==> src/rtl/if_fetch_buffer.sv <==
// In-order instruction fetch buffer between the imem port and the IF/ID register.
// Optional same-cycle response bypass to ID: define IF_BUF_BYPASS_EN.
module if_fetch_buffer #(
  parameter int DEPTH           = 2,
  parameter int MAX_OUTSTANDING = 2
) (
  input  logic        clk_i,
  input  logic        rst_i,
  input  logic        if_flush_i,
  input  logic        if_id_stall_i,
  input  logic        fetch_req_i,
  input  logic [31:0] fetch_req_pc_i,
  output logic        fetch_req_ready_o,
  input  logic        imem_rvalid_i,
  input  logic [31:0] imem_rdata_i,
  input  logic        imem_err_i,
  output logic        if_d_valid,
  output logic [31:0] if_d_pc,
  output logic [31:0] if_d_pc_plus_4,
  output logic [31:0] if_d_insn,
  output logic        if_d_access_fault,
  output logic        if_buf_empty_o
);

  localparam int AW = $clog2(DEPTH);
  localparam int CW = AW + 1;
  localparam int DW = $clog2(MAX_OUTSTANDING) + 1;
  localparam int PW = (MAX_OUTSTANDING > 1) ? $clog2(MAX_OUTSTANDING) : 1;
  localparam int SW = CW + 1;
  localparam logic [PW-1:0] PF_LAST = PW'(MAX_OUTSTANDING - 1);
  localparam logic [31:0]   NOP     = 32'h0000_0013;

  logic [CW-1:0] occ_q, inflight_q;
  logic [DW-1:0] discard_q;
  logic [AW-1:0] head_q, tail_q;
  logic [PW-1:0] pf_wr_q, pf_rd_q;

  logic [31:0] pf_mem [MAX_OUTSTANDING];
  logic [31:0] q_pc   [DEPTH];
  logic [31:0] q_insn [DEPTH];
  logic        q_err  [DEPTH];

  logic [SW-1:0] credit_sum;
  logic [SW-1:0] disc_sum;
  logic [SW-1:0] disc_flush;
  logic          req_acc;
  logic          rsp_take;
  logic          rsp_drop;
  logic          head_valid;
  logic          deq;
  logic          enq;

  // Handshake: a request transfers on a cycle where fetch_req_i && fetch_req_ready_o;
  // ready already reserves a queue slot, so imem responses are never backpressured.
  assign credit_sum        = SW'(occ_q) + SW'(inflight_q);
  assign fetch_req_ready_o = (credit_sum < SW'(DEPTH)) &&
                             (inflight_q < CW'(MAX_OUTSTANDING)) && !if_flush_i;
  assign req_acc           = fetch_req_i && fetch_req_ready_o;

  assign rsp_drop   = imem_rvalid_i && (discard_q != '0);
  assign rsp_take   = imem_rvalid_i && (discard_q == '0) && (inflight_q != '0) && !if_flush_i;
  assign head_valid = (occ_q != '0);
  assign deq        = head_valid && !if_id_stall_i && !if_flush_i;

`ifdef IF_BUF_BYPASS_EN
  logic bypass_hit;
  assign bypass_hit = rsp_take && !head_valid && !if_id_stall_i;
  assign enq        = rsp_take && !bypass_hit;
`else
  assign enq        = rsp_take;
`endif

  // Responses still owed for requests issued before a redirect become discards.
  assign disc_sum   = SW'(discard_q) + SW'(inflight_q);
  assign disc_flush = (imem_rvalid_i && (disc_sum != '0)) ? disc_sum - SW'(1) : disc_sum;

  always_ff @(posedge clk_i or negedge rst_i) begin
    if (!rst_i) begin
      occ_q      <= '0;
      inflight_q <= '0;
      discard_q  <= '0;
      head_q     <= '0;
      tail_q     <= '0;
      pf_wr_q    <= '0;
      pf_rd_q    <= '0;
    end else if (if_flush_i) begin
      occ_q      <= '0;
      inflight_q <= '0;
      discard_q  <= DW'(disc_flush);
      head_q     <= '0;
      tail_q     <= '0;
      pf_wr_q    <= '0;
      pf_rd_q    <= '0;
    end else begin
      if (req_acc)  pf_wr_q <= (pf_wr_q == PF_LAST) ? '0 : pf_wr_q + PW'(1);
      if (rsp_take) pf_rd_q <= (pf_rd_q == PF_LAST) ? '0 : pf_rd_q + PW'(1);
      if (enq)      tail_q  <= tail_q + AW'(1);
      if (deq)      head_q  <= head_q + AW'(1);
      if (rsp_drop) discard_q <= discard_q - DW'(1);
      case ({req_acc, rsp_take})
        2'b10:   inflight_q <= inflight_q + CW'(1);
        2'b01:   inflight_q <= inflight_q - CW'(1);
        default: inflight_q <= inflight_q;
      endcase
      case ({enq, deq})
        2'b10:   occ_q <= occ_q + CW'(1);
        2'b01:   occ_q <= occ_q - CW'(1);
        default: occ_q <= occ_q;
      endcase
    end
  end

  always_ff @(posedge clk_i) begin
    if (req_acc) pf_mem[pf_wr_q] <= fetch_req_pc_i;
    if (enq) begin
      q_pc[tail_q]   <= pf_mem[pf_rd_q];
      q_insn[tail_q] <= imem_rdata_i;
      q_err[tail_q]  <= imem_err_i;
    end
  end

  always_comb begin
    if_d_valid        = 1'b0;
    if_d_pc           = 32'h0;
    if_d_insn         = NOP;
    if_d_access_fault = 1'b0;
    if (head_valid) begin
      if_d_valid        = 1'b1;
      if_d_pc           = q_pc[head_q];
      if_d_insn         = q_insn[head_q];
      if_d_access_fault = q_err[head_q];
    end
`ifdef IF_BUF_BYPASS_EN
    else if (bypass_hit) begin
      if_d_valid        = 1'b1;
      if_d_pc           = pf_mem[pf_rd_q];
      if_d_insn         = imem_rdata_i;
      if_d_access_fault = imem_err_i;
    end
`endif
  end

  assign if_d_pc_plus_4 = if_d_pc + 32'd4;
  assign if_buf_empty_o = !if_d_valid;

`ifdef FORMAL
  always @(posedge clk_i) begin
    if (rst_i) assert (!(imem_rvalid_i && (inflight_q == '0) && (discard_q == '0)));
  end
`endif

endmodule
==> config.mk <==
export PLATFORM = sky130hd
export DESIGN_NAME = if_fetch_buffer
export DESIGN_NICKNAME = d
export VERILOG_FILES = /design/src/rtl/if_fetch_buffer.sv
export SDC_FILE = /design/constraint.sdc
export NUM_CORES = 1
export LEC_CHECK = 0
export CAP_MARGIN = 30
export CORE_ASPECT_RATIO = 2
export CORE_MARGIN = 8
export CORE_UTILIZATION = 52
export DETAILED_ROUTE_END_ITERATION = 6
export PLACE_DENSITY = 0.8
export SKIP_LAST_GASP = 1
export SLEW_MARGIN = 25
export SYNTH_ARGS = -nofsm -noshare
export SYNTH_HDL_FRONTEND = slang
export SYNTH_SLANG_ARGS = --single-unit
==> constraint.sdc <==
create_clock -name clk_i -period 7.05 [get_ports clk_i]
set_input_delay 1.41 -clock clk_i [delete_from_list [all_inputs] [get_ports clk_i]]
set_output_delay 1.41 -clock clk_i [all_outputs]
set_load 0.02 [all_outputs]
# After elaboration in Yosys (flattened, before gate mapping)
# Memories as Yosys holds them, arrays and structs flattened.
# Index checks and enable logic that the tools add are counted.
# word_totals
reg_bits,10
mem_bits_rw,194
input_bits,71
output_inout_bits,100
elab_cells,79
n_memories,4
# op_classes
addsub,13
n_lt_le_gt_ge,2
n_eq_ne,4
muxes,25
n_reduce_logical,24
# mem_list
name,words,width,read_ports,rd_clocked_by_memory_dff,wr,line,text
pf_mem,2,32,1,0,1,38,logic [31:0] pf_mem [MAX_OUTSTANDING];
q_insn,2,32,1,0,1,40,logic [31:0] q_insn [DEPTH];
q_pc,2,32,1,0,1,39,logic [31:0] q_pc [DEPTH];
q_err,2,1,1,0,1,41,logic q_err [DEPTH];
# op_table
op,n
two-way mux 32 bit,2
adder 32 x 3 -> 32 bit (second input constant),1
two-way mux 1 bit,16
nonzero test 2 bit,7
logical AND 1 bit,10
two-way mux 2 bit,5
nonzero test 3 bit,3
one-hot mux 2 bit (2 select lines),2
subtractor 2 x 1 -> 2 bit (second input constant),4
adder 2 x 2 -> 3 bit,2
adder 1 bit (second input constant),4
adder 2 x 1 -> 2 bit (second input constant),2
== test 2 x 1 -> 1 bit (second input constant),2
== test 2 bit (second input constant),2
logical NOT 1 bit,3
< comparator 3 x 2 -> 1 bit (second input constant),1
logical NOT 2 bit,1
< comparator 2 bit (second input constant),1

# Longest topological paths before layout
# Gate-level depths: netlist (run 1).
# depth
ltp_word,8
ltp_mapped,16
mapped_depth_nobuf,10

# Worst setup path before layout (run 1)
# OpenSTA, ideal clock, no wires.
# synth_path
kind,input port to flip-flop
startpoint,input imem_rvalid_i
endpoint,memory q_err[1] (enable)
setup_time_ns,0.582
arrival_ns,6.509
t_required_ns,6.468
path_slack_ns,-0.041
path_stages,2
path_buffers,0
cell_sequence,o211ai_1 -> nor3b_1
# synth_between
elab_chain_cells,5
# synth_rtl
element,line,text
start: declaration,14,"input logic imem_rvalid_i,"
logical AND 1 bit (3 in series),61,assign rsp_take = imem_rvalid_i && (discard_q == '0) && (inflight_q != '0) && !if_flush_i;
two-way mux 1 bit,115,if (enq) begin
two-way mux 1 bit (not written as such),118,q_err[tail_q] <= imem_err_i;
end: declaration,41,
# Every way passes these cells.

# Worst setup path after layout (run 1)
# layout_path
startpoint,register head_q
endpoint,output if_d_pc_plus_4[31]
# layout_between
elab_chain_cells,3
# layout_rtl
element,line,text
start: declaration,35,"logic [AW-1:0] head_q, tail_q;"
start signal: assignment,98,if (deq) head_q <= head_q + AW'(1);
memory (2 x 32 bit),n/a,
two-way mux 32 bit,127,if (head_valid) begin
adder 32 x 3 -> 32 bit,143,assign if_d_pc_plus_4 = if_d_pc + 32'd4;
end: declaration,19,"output logic [31:0] if_d_pc_plus_4,"
# Every way passes these cells.

==> results.json, run 1 <==
{
  "status": "complete, no violations",
  "num_rows": 66,
  "grt_pass1_vias": 5357,
  "num_vias": 5032,
  "firstDrtPassIters": 4,
  "clock_skew_ns": 0.01918,
  "min_period_ns": 5.940,
  "final_cell_area_mm2": 0.01104,
  "synth_enable_flop_cells": 194,
  "power_uw": 2745,
  "clk_pin_slew_ns": 0.07,
  "via_per_inst": 5.393,
  "start_util_pct": 53.07,
  "worstPathCellList": "buf_4 -> mux2i_1 -> a211oi_1 -> and4b_1 -> and4b_1 -> or4b_1 -> xnor2_1 -> clkdlybuf4s50_1",
  "required_ns": 5.64,
  "net-switching-power_uw": 651.4,
  "p_int_uw": 2094,
  "met3_usage_pct": 3.452,
  "synth-seq-cells": 204,
  "cp_slowest_stage_delay_ns": 0.95,
  "ir_drop_uv": 157.1,
  "diodes": 0,
  "power_leakage_uw": 0.003601,
  "port_buffers": 170,
  "synth_fp_nets": 628,
  "clkLatencyLatePin_ns": 0.48,
  "dp_slack_ns": 1.619,
  "grt_util_met2_pct": 32.72,
  "syn_inst": 551,
  "power.density_mw_per_mm2": 248.6,
  "htree_num_levels": 1,
  "timing.rr.end": "pf_mem[0][26]$_DFFE_PP_",
  "worstReg2RegStart": "occ_q[0]$_DFFE_PN0P_",
  "power_frac_clock_pct": 33.6,
  "fp.dieArea_mm2": 0.02123,
  "globalRouteOverflowTotal": 0,
  "post_dp_cell_area_mm2": 0.01050,
  "crit_arrival_ns": 4.53,
  "max_slew_margin_pct": 32.35,
  "report.final.slew_viol_count": 0,
  "critical_path_class": "reg -> out",
  "hold_buffers": 0,
  "die_w_um": 107.1,
  "synth_ff_type": "edfxtp_1",
  "drive_above_1_share_pct": 11.39,
  "track_usage_pct": 17.40,
  "cp_max_fo": 50,
  "cts_resized": 0,
  "numCtsBuffers": 17,
  "drv_cap": 0,
  "syn_area_per_cell_um2": 15.67,
  "seqPwrFrac_pct": 52.0,
  "met1_usage_pct": 17.39,
  "top_usage_layer": "met2",
  "ys_types": 52,
  "core_mm2": 0.01627,
  "final_common_cell": "edfxtp_1",
  "tightest_slew_ns": 1.010,
  "rrSetupSlack_ns": 3.88,
  "synth_area_leader_cell": "edfxtp_1",
  "die_h_um": 198.2,
  "start_kind": "register",
  "hp-start": "pf_wr_q$_DFFE_PN0P_",
  "hold_violations": 0,
  "synth_top_area_share_pct": 67.48,
  "areaGrowthSynthToFinish_pct": 27.91,
  "setup_viol": 0,
  "ys_async_sr_fraction_pct": 4.902,
  "synthTopCellsByArea": "edfxtp_1 (67%), mux2i_1 (7.3%), mux2_2 (4.4%), dfrtp_1 (2.9%), nor2_1 (2.9%)",
  "multi_input_area_mm2": 0.002382,
  "nFillCells": 1088,
  "cts_tree": "built",
  "final_nets": 797,
  "hold_path_end": "pf_wr_q$_DFFE_PN0P_",
  "clock_sinks": 204,
  "post-cts-setup-buffer-count": 0,
  "final_cell_mix": "edfxtp_1 (194), clkdlybuf4s50_1 (170), nor2_1 (65), mux2i_1 (63), mux2_2 (34)",
  "dpl.hpwl_um": 13730,
  "fin_ws_ns": 1.110,
  "hold_class": "reg -> reg",
  "rsz0062_at_grt": "no",
  "cp_slowest_cell": "dfrtp_4",
  "clk_path_buf_depth": 3,
  "cts-root-buf": "clkbuf_16",
  "cp-end-kind": "output pin",
  "r2r_cells": 6,
  "wirelength_um": 18900,
  "grt_pass1_wl_um": 28720,
  "drtAntennaViolNets": 0,
  "routabilityCongestion": 0.9136,
  "netlist_area_mm2": 0.008633,
  "setup-tns-final_ns": 0,
  "grt_max_degree": 75,
  "whs_path_depth": 1,
  "fmax_mhz": 168.4,
  "seq_area_frac_synth_pct": 70.38,
  "yosysWarnings": 0,
  "register_area_mm2": 0.006080,
  "first_iter_violations": 237,
  "antenna_found_initial": 0,
  "crit_path_frequent_cell": "and4b_1",
  "period_share_pct": 84.25,
  "num_io_pins": 171,
  "p_comb_share_pct": 14.4,
  "drc_errors": 0,
  "wire_per_inst_um": 20.26,
  "sw_frac_of_total_pct": 23.73
}
## worst max-delay path by stage
stage                          from                 end  slack, ns  cells after the start
6_report         head_q$_DFFE_PN0P_  if_d_pc_plus_4[31]       1.11                      8
5_1_grt        occ_q[1]$_DFFE_PN0P_  if_d_pc_plus_4[28]       0.80                     11
4_1_cts        occ_q[0]$_DFFE_PN0P_  if_d_pc_plus_4[30]       1.09                     11
3_5_place_dp   occ_q[0]$_DFFE_PN0P_  if_d_pc_plus_4[30]       1.62                     11
3_3_place_gp   occ_q[1]$_DFFE_PN0P_  if_d_pc_plus_4[30]       1.76                     11
2_1_floorplan         imem_rvalid_i  q_err[0]$_DFFE_PP_       0.28                      2
## logic make-up after synthesis
group	count (synthesis)	share of synthesized area (%)
adders and majority gates	6	1.044
buffers and inverters	36	2.246
and+or+nand+nor	148	9.015
DFF	204	70.38
xor gates and xnor gates	33	3.348
AOI/OAI and AO/OA	27	2.232
muxes	97	11.74
## layer usage
metal  routed length [um]  share of wire [%]
met2                10510                 56
met4                  763                4.0
met5                    0                  0
met1                 6506                 34
met3                 1126                6.0
## power by group through the flow
stage	clock, uW	sequential, uW	combinational, uW
after CTS	941	1430	395
after global routing	981	1430	427
after floorplan	0	1440	236
after detailed placement	0	1450	392
final	922	1430	395
after global placement	0	1450	366
## critical path, delay by kind of cell, from the launching register on
kind / cells / cell delay (ns)
xor gates and xnor gates: 1 / 0.21
AOI/OAI and AO/OA: 1 / 0.34
buffers and inverters: 2 / 1.18
DFF: 1 / 0.95
muxes: 1 / 0.21
and+or+nand+nor: 3 / 1.09
## final cells by class
class                           count  area share (%)
Clock buffer                       18           3.886
Timing Repair Buffer              176           15.82
Multi-Input combinational cell    311           21.57
Tap cell                          204           2.311
Clock inverter                     10          0.9971
Inverter                           10          0.3626
Sequential cell                   204           55.05
## through the flow
step	std cells	hold slack, ns	util [%]
floorplan	551	0.4742	-
global placement	905	0.5132	64.57
detailed placement	905	0.5255	64.57
CTS	933	0.5393	67.88
global route	933	0.5800	67.88
finish	933	0.5401	67.88
## sequential cells by signal, summed over array words and instances, names as in the netlist
name / flops
q_err: 2
pf_rd_q: 1
q_insn: 64
tail_q: 1
head_q: 1
pf_wr_q: 1
q_pc: 64
pf_mem: 64
inflight_q: 2
occ_q: 2
discard_q: 2
## Yosys cell counts (5+ instances only)
library cell,number
clkbuf_1,7
edfxtp_1,194
nand3b_1,8
xor2_1,15
xnor2_1,18
nor2_1,66
dfrtp_1,10
buf_2,8
a21oi_1,5
mux2i_1,63
mux2_2,34
nand2_1,15
inv_1,9
nand3_1,16
o21ai_0,11
Power figures use the tool's default switching activity.
==> run 2, diff against run 1 <==
- CORE_UTILIZATION: 52 -> 47
- PLACE_DENSITY: 0.8 -> 0.77
- clock period: 7.05 -> 5.3 ns (I/O delays scaled with it)
==> results.json, run 2 (same netlist as run 1, synthesis figures left out) <==
{
  "status": "complete, no violations",
  "cts_resized": 0,
  "clk_path_buf_depth": 3,
  "grt_pass1_vias": 5511,
  "diodes": 0,
  "routabilityCongestion": 0.8652,
  "cts-root-buf": "clkbuf_16",
  "final_nets": 805,
  "top_regs": "pf_mem (64), q_insn (64), q_pc (64)",
  "multi_input_area_mm2": 0.002389,
  "start_kind": "register",
  "nFillCells": 1310,
  "first_iter_violations": 228,
  "hold_class": "reg -> reg",
  "met1_usage_pct": 15.92,
  "final_common_cell": "edfxtp_1",
  "tightest_slew_ns": 0.8837,
  "cp-end-kind": "output pin",
  "dpl.hpwl_um": 14430,
  "grt_max_degree": 66,
  "min_period_ns": 4.956,
  "setup_viol": 0,
  "setup-tns-final_ns": 0,
  "grt_pass1_wl_um": 30570,
  "fp.dieArea_mm2": 0.02322,
  "rsz0062_at_grt": "no",
  "crit_path_frequent_cell": "and4b_1",
  "finalNonFillerCells": 956,
  "report.final.slew_viol_count": 0,
  "cp_slowest_stage_delay_ns": 0.64,
  "hold_buffers": 0,
  "port_buffers": 170,
  "core_mm2": 0.01813,
  "critical_path_class": "reg -> out",
  "final_util_pct": 61.60,
  "antenna_found_initial": 0,
  "clock_sinks": 204,
  "critical_path_buf_inv_count": 2,
  "crit_arrival_ns": 3.90,
  "grt_util_met2_pct": 32.91,
  "power.density_mw_per_mm2": 331.8,
  "register_area_mm2": 0.006080,
  "num_io_pins": 171,
  "post-cts-setup-buffer-count": 0,
  "wirelength_um": 19650,
  "cts_tree": "built",
  "cp_max_fo": 50,
  "clk_pin_slew_ns": 0.07,
  "drtAntennaViolNets": 0,
  "dp_cells": 923,
  "die_h_um": 207.7,
  "critical_path.top_delay_family": "simple AND/OR/NAND/NOR gates",
  "fmax_mhz": 201.8,
  "met3_usage_pct": 2.972,
  "drive_above_1_share_pct": 12.43,
  "die_w_um": 111.8,
  "via_per_inst": 5.300,
  "required_ns": 4.24,
  "period_share_pct": 93.51,
  "numCtsBuffers": 18,
  "final_cell_mix": "edfxtp_1 (194), clkdlybuf4s50_1 (170), nor2_1 (65), mux2i_1 (63), mux2_2 (34)",
  "areaGrowthSynthToFinish_pct": 29.36,
  "ir_drop_uv": 224.7,
  "track_usage_pct": 16.88,
  "globalRouteOverflowTotal": 0,
  "max_slew_margin_pct": 41.09,
  "clkLatencyLatePin_ns": 0.48,
  "worstPathCellList": "buf_12 -> mux2i_1 -> a211oi_1 -> and4b_1 -> and4b_1 -> or4b_1 -> xnor2_1 -> clkdlybuf4s50_1",
  "drv_cap": 0,
  "top_usage_layer": "met2",
  "power_leakage_uw": 0.003649,
  "cp_slowest_cell": "dfrtp_4",
  "clock_skew_ns": 0.01045,
  "htree_num_levels": 1,
  "hold_violations": 0,
  "drc_errors": 0,
  "num_vias": 5067,
  "wire_per_inst_um": 20.56,
  "firstDrtPassIters": 4,
  "start_util_pct": 47.62,
  "num_rows": 70
}
run 2: final timing paths:
path	from	cells after the start	endpoint	slack [ns]
worst max-delay path	head_q$_DFFE_PN0P_	8	if_d_pc_plus_4[31]	0.34
worst min-delay path	pf_wr_q$_DFFE_PN0P_	1	pf_wr_q$_DFFE_PN0P_	0.55
worst max register to register	inflight_q[0]$_DFFE_PN0P_	6	pf_mem[0][27]$_DFFE_PP_	2.47
worst min register to register	pf_wr_q$_DFFE_PN0P_	1	pf_wr_q$_DFFE_PN0P_	0.55
max in group asynchronous	rst_i	1	head_q$_DFFE_PN0P_	4.00
min in group asynchronous	rst_i	1	inflight_q[0]$_DFFE_PN0P_	0.92
run 2: layout make-up:
| type | count | share of cell area (%) |
|---|---|---|
| Sequential cell | 204 | 54.44 |
| Multi-Input combinational cell | 311 | 21.39 |
| Timing Repair Buffer | 183 | 16.22 |
| Clock buffer | 19 | 4.257 |
| Tap cell | 216 | 2.420 |
| Clock inverter | 13 | 0.9187 |
| Inverter | 10 | 0.3585 |
run 2: stage by stage:
stage               worst slack (ns)  hold WS [ns]  instance area, um^2  total power, uW
finish                        0.3442        0.5547                11170             3706
global route                 0.08254        0.5788                11170             3840
CTS                           0.3150        0.5621                11160             3728
detailed placement            0.8313        0.5510                10580             2463
global placement              0.8786        0.5111                10580             2428
floorplan                     0.4425        0.4742                 8643             2233
run 2: power breakdown:
part	leakage (uW)	switching, uW	internal, uW	total, uW
registers	0.00189	36.5	1860	1900
clock network	0.000284	566	709	1270
logic	0.00148	296	240	535
total	0.00365	898	2810	3710
run 2: routing by layer:
metal / part of all wire, % / wire length, um
met2: 57 / 11150
met5: 0 / 0
met1: 34 / 6629
met4: 4.5 / 886
met3: 5.0 / 984
